## src/rtl/clk_div_ctrl.sv

```systemverilog
// clk_div_ctrl: run-time controller for the fabric clock divider.
// Produces a registered divided clock clk_N with a programmable half-period,
// a one-cycle tick on every clk_N rising edge, glitch-free start/stop, and a
// valid/ready port for loading a new half-period while running.
// Optional feature macro: PULSE_CNT_EN (burst mode: burst_len / done ports).
module clk_div_ctrl #(
    parameter int          CW           = 25,
    parameter int unsigned DEFAULT_HALF = 32'd16934400
) (
    input  logic          clk,
    input  logic          rst,
    input  logic          start,
    input  logic          stop,
    input  logic          cfg_valid,
    input  logic [CW-1:0] cfg_half,
`ifdef PULSE_CNT_EN
    input  logic [CW-1:0] burst_len,
    output logic          done,
`endif
    output logic          cfg_ready,
    output logic          busy,
    output logic          clk_N,
    output logic          tick
);

    typedef enum logic [1:0] {
        ST_IDLE,
        ST_RUN,
        ST_PEND
    } state_t;

    state_t        state, state_nx;
    logic [CW-1:0] count, count_nx;
    logic [CW-1:0] half, half_nx;
    logic [CW-1:0] shadow, shadow_nx;
    logic [CW-1:0] half_eff;
    logic [CW-1:0] pend_val;
    logic          clk_n_nx, tick_nx;
    logic          stop_pend, stop_pend_nx;
    logic          at_toggle, accept, stop_now, pend_valid;
`ifdef PULSE_CNT_EN
    logic [CW-1:0] burst_reg, burst_nx;
    logic [CW-1:0] tick_cnt, tick_cnt_nx;
    logic          burst_hit, burst_hit_nx;
    logic          done_nx;
`endif

    // Handshake and status decode straight from the current state.
    always_comb begin
        half_eff  = (half == '0) ? CW'(1) : half;
        at_toggle = (count == half_eff - CW'(1));
        cfg_ready = (state != ST_PEND);
        busy      = (state != ST_IDLE);
        accept    = cfg_valid & cfg_ready;
        stop_now  = stop | stop_pend;
    end

    // Next-state and next-output logic for the divider FSM.
    always_comb begin
        // NOTE: every variable gets a default first so no path leaves it unassigned, which would infer a latch.
        state_nx     = state;
        count_nx     = count;
        half_nx      = half;
        shadow_nx    = shadow;
        clk_n_nx     = clk_N;
        tick_nx      = 1'b0;
        stop_pend_nx = stop_pend;
        pend_valid   = (state == ST_PEND);
        pend_val     = shadow;
`ifdef PULSE_CNT_EN
        burst_nx     = burst_reg;
        tick_cnt_nx  = tick_cnt;
        burst_hit_nx = burst_hit;
        done_nx      = 1'b0;
`endif
        case (state)
            ST_IDLE: begin
                count_nx     = '0;
                clk_n_nx     = 1'b0;
                stop_pend_nx = 1'b0;
                if (accept) half_nx = cfg_half;
                if (start && !stop) begin
                    state_nx = ST_RUN;
`ifdef PULSE_CNT_EN
                    burst_nx     = burst_len;
                    tick_cnt_nx  = '0;
                    burst_hit_nx = 1'b0;
`endif
                end
            end
            ST_RUN, ST_PEND: begin
                // A config accepted while running waits for the next toggle point.
                if (state == ST_RUN && accept) begin
                    shadow_nx  = cfg_half;
                    state_nx   = ST_PEND;
                    pend_valid = 1'b1;
                    pend_val   = cfg_half;
                end
                if (stop_now && !clk_N) begin
                    // Low phase: stopping now cannot produce a runt pulse.
                    state_nx     = ST_IDLE;
                    count_nx     = '0;
                    stop_pend_nx = 1'b0;
                    if (pend_valid) half_nx = pend_val;
                end else if (at_toggle) begin
                    count_nx = '0;
                    clk_n_nx = ~clk_N;
                    tick_nx  = ~clk_N;
                    if (state == ST_PEND) begin
                        half_nx  = shadow;
                        state_nx = ST_RUN;
                    end
                    if (clk_N && stop_now) begin
                        // Final falling edge after a deferred stop.
                        state_nx     = ST_IDLE;
                        stop_pend_nx = 1'b0;
                        if (pend_valid) half_nx = pend_val;
`ifdef PULSE_CNT_EN
                        done_nx = burst_hit;
`endif
                    end
`ifdef PULSE_CNT_EN
                    if (!clk_N) begin
                        tick_cnt_nx = tick_cnt + CW'(1);
                        if (burst_reg != '0 && tick_cnt + CW'(1) == burst_reg) begin
                            stop_pend_nx = 1'b1;
                            burst_hit_nx = 1'b1;
                        end
                    end
`endif
                end else begin
                    count_nx = count + CW'(1);
                    // High phase: remember the stop and let the phase complete.
                    if (stop && clk_N) stop_pend_nx = 1'b1;
                end
            end
            default: begin
                state_nx = ST_IDLE;
                count_nx = '0;
                clk_n_nx = 1'b0;
            end
        endcase
    end

    // State and output registers with asynchronous active-low reset.
    always_ff @(posedge clk or negedge rst) begin
        // NOTE: sequential state uses non-blocking assignments so all registers update from pre-edge values.
        if (!rst) begin
            state     <= ST_IDLE;
            count     <= '0;
            half      <= CW'(DEFAULT_HALF);
            shadow    <= '0;
            clk_N     <= 1'b0;
            tick      <= 1'b0;
            stop_pend <= 1'b0;
`ifdef PULSE_CNT_EN
            burst_reg <= '0;
            tick_cnt  <= '0;
            burst_hit <= 1'b0;
            done      <= 1'b0;
`endif
        end else begin
            state     <= state_nx;
            count     <= count_nx;
            half      <= half_nx;
            shadow    <= shadow_nx;
            clk_N     <= clk_n_nx;
            tick      <= tick_nx;
            stop_pend <= stop_pend_nx;
`ifdef PULSE_CNT_EN
            burst_reg <= burst_nx;
            tick_cnt  <= tick_cnt_nx;
            burst_hit <= burst_hit_nx;
            done      <= done_nx;
`endif
        end
    end

endmodule
```

## config.mk

```make
export PLATFORM = sky130hd
export DESIGN_NAME = clk_div_ctrl
export DESIGN_NICKNAME = d
export VERILOG_FILES = /design/src/rtl/clk_div_ctrl.sv
export SDC_FILE = /design/constraint.sdc
export NUM_CORES = 1
export LEC_CHECK = 0
export ABC_CLOCK_PERIOD_IN_PS = 3450
export CAP_MARGIN = 5
export CORE_MARGIN = 5
export CORE_UTILIZATION = 45
export CTS_CLUSTER_SIZE = 30
export DETAILED_ROUTE_END_ITERATION = 12
export PLACE_DENSITY = 0.66
export REMOVE_ABC_BUFFERS = 1
export SYNTH_ARGS = -nofsm -noshare
export SYNTH_HDL_FRONTEND = slang
export SYNTH_SLANG_ARGS = --single-unit
export TNS_END_PERCENT = 10
```

## constraint.sdc

```tcl
create_clock -name clk -period 3.45 [get_ports clk]
set_input_delay 0.5175 -clock clk [delete_from_list [all_inputs] [get_ports clk]]
set_output_delay 0.5175 -clock clk [all_outputs]
set_load 0.01 [all_outputs]
```

==> metrics <==
Die Width=120 um; synthesized area per cell=approximately 10 sq um; Clock Latency Late Sink=0.35 ns; Hold WC Path Type=input pin to asynchronous set/reset pin; Worst setup startpoint=half[16]$_DFFE_PN0P_; initial core utilization=0.454; Net Switching=between 0.002 and 0.0025 W; Post-Syn Area=5410 sq um; most common cell after layout, fill and taps aside=dfrtp_1; Core ar.=11900 sq um; final instance area=approximately 6700 sq um; Ports=34; Slew Limit Fails=0; Post-synth ARST share=1.00; Netlist cell types=66; Cells after Synth=550; #FFs+latches synth=80; crit-path cells=or4_4 -> or3_4 -> nor2_4 -> a21oi_2 -> ha_4 -> xor2_1 -> o211ai_1 -> a211o_1 -> nor4_2 -> and4_1 -> nand4_4 -> a21oi_4 -> buf_4 -> buf_12 -> buf_16 -> a2bb2oi_2; Placed Cells=740; Crit-path slowest cell=or4_4; Worst R2R Path Depth=16; diode count=0; CP max stage delay=0.52 ns; max-cap violations=0; commonest cells after routing, fill and taps aside=dfrtp_1 (74), buf_4 (54), nor2_1 (45), nand3_1 (37), o21ai_0 (34); Setup Skew=just under 0.01 ns; Setup crit start kind=flop; Clock Root Buffer=clkbuf_16; post-synthesis sequential area ratio=0.371; violated checks=negative setup slack; top post-synthesis cells by area=dfrtp_1 (34%), mux2i_1 (5.7%), mux2_2 (5.6%); initial antenna violation count=0; Area after DPL=6150 sq um; PortBufs=33; Worst EP arrival=3.89 ns; R2R Path Start=half[16]$_DFFE_PN0P_; outcome=complete, but fails checks; share of layout cells above drive strength 1=0.247; fin crit period=~3.6 ns; Final Non-Filler Cells=around 760; Yosys top cell by area=dfrtp_1; clock slew at reported path FFs=0.07 ns; grt ovf=0; post-DP HPWL=between 9 and 10 mm; Max Fanout on Critical Path=5; vias per inst=5.94; clock share of power=0.184; vias in the first global route=~4600; CTS tree=done; largest net degree at the start of global routing=81; final wirelength=between 10 and 15 mm; Routed Antenna Nets=0; Worst Setup End Kind=flop; Leakage=approximately 2.5 nW; CTS H-tree depth=3; Die Ht=about 120 um; Tot Pwr=roughly 0.0064 W; GP Congestion=about 0.88; Synth Flop Type=dfrtp_1; final worst setup slack=-0.166 ns; Sw Share=0.392; Final Cycle Share=1.05; Pwr per Cell Area=~960 nW/um^2; Nets=approximately 650; DR WL/cell=roughly 18 um; clock buffer count from CTS=9; RSZ-0062 raised after global routing=yes; DRT iter0 DRCs=approximately 270; share of the synthesized area in the top cell type=0.342; CTS Sinks=80; Hold Fails Final Rpt=0; Post-synth EDFFs=0; Longest Clk Path Bufs=2; router iterations before antenna repair=5; measured slew at the worst slew-check pin=a little over 1 ns; worst endpoint required time=around 3.7 ns; die area=approximately 14000 sq um; FP Rows=40; Synth warnings=0; Vias=4536; Max Clock Freq=around 0.28 GHz; final setup vio count=54; Global Route Usage Sum=0.200; Comb power frac=0.573; Max IR drop VDD=just under 0.9 mV; Rel. slew slack=0.327; first-pass GRT wire length=approximately 23 mm; Seq pwr share=0.243; DRC viols=0; critical path type=flop to flop; area grow syn2layout=23.2%; CTS Hold Bufs=0; Cell Int Power=about 0.0039 W
==> layout make-up <==
type / count / area, sq um
inverters: 12 / 45.0
fillers: 1053 / 5250
flip-flops and latches: 80 / 2010
clock inverters: 6 / 133
clock buffers: 10 / 229
multi-input cells: 416 / 3210
well taps: 147 / 184
repair buffers: 92 / 861
==> per-layer routing <==
layer	vias to the layer above	track usage	routed length, um
met5	-	0	0
met4	0	0.0737	188
met3	14	0.0283	486
met2	101	0.320	6580
met1	2253	0.276	6490
li1	2168	-	-
==> cells by family (layout without fill, tap and decap cells) <==
group	Yosys count	after routing	share of synthesized area
AOI/OAI and AO/OA	123	123	0.193
adders and majority gates	6	6	0.0139
and+or+nand+nor	179	179	0.178
buffers and inverters	54	120	0.0493
xor gates and xnor gates	50	50	0.0809
DFF	80	80	0.371
muxes	58	58	0.114
==> flip-flops by register name, summed over array words and instances, names as in the netlist <==
| signal | flops |
|---|---|
| shadow | 25 |
| clk_N | 1 |
| state | 2 |
| count | 25 |
| half | 25 |
| tick | 1 |
| stop_pend | 1 |
==> timing repair <==
item	in CTS	in global routing
cloned	2	0
setup endpoints to repair	55	55
buffers inserted	4	1
resized for setup	9	2
pin swaps	12	1
==> critical path: cells and delay by family, from the launching register on <==
kind                     cells  cell delay [ns]
AO/OA/AOI/OAI                5             0.73
AND/OR/NAND/NOR              6             1.65
flip-flops                   1             0.38
buffers and inverters        3             0.37
XOR/XNOR                     1             0.13
adder cells (fa/ha/maj)      1             0.29
==> power by group through the flow <==
stage          clock, W  sequential [W]  combinational (W)
2_1_floorplan         0         0.00166            0.00213
3_3_place_gp          0         0.00154            0.00326
3_5_place_dp          0         0.00156            0.00335
4_1_cts         0.00118         0.00154            0.00363
5_1_grt         0.00123         0.00159            0.00394
6_report        0.00117         0.00155            0.00365
==> stage by stage <==
stage	setup slack (ns)	hold WS (ns)	TNS, ns	util
finish	-0.166	0.338	-6.41	0.560
global route	-0.358	0.441	-16.69	0.560
CTS	-0.145	0.380	-5.95	0.558
detailed placement	-0.404	0.519	-15.98	0.516
global placement	-0.329	0.509	-11.81	0.516
floorplan	-1.33	0.222	-56.79	-
==> synth_stat cells, types with 8 or more instances <==
library cell  number
nand2_1           27
o21ai_0           34
nor3_1             8
a2bb2oi_2         20
clkbuf_1          28
mux2i_1           31
mux2_2            27
nand4_1           12
nand3_1           37
xnor2_1           24
nor2_1            46
a221oi_1          24
inv_1             12
dfrtp_1           74
xor2_1            26
a21oi_1           10
==> path summary, 6_finish.rpt <==
check | end | slack [ns]
min reg2reg | shadow[1]$_DFFE_PN0N_ | 0.54
max | half[15]$_DFFE_PN0P_ | -0.17
min in group clk | shadow[1]$_DFFE_PN0N_ | 0.54
max reg2reg | half[15]$_DFFE_PN0P_ | -0.17
max in group asynchronous | count[5]$_DFF_PN0_ | 2.46
min | shadow[18]$_DFFE_PN0N_ | 0.34
(Power assumes the default switching activity.)
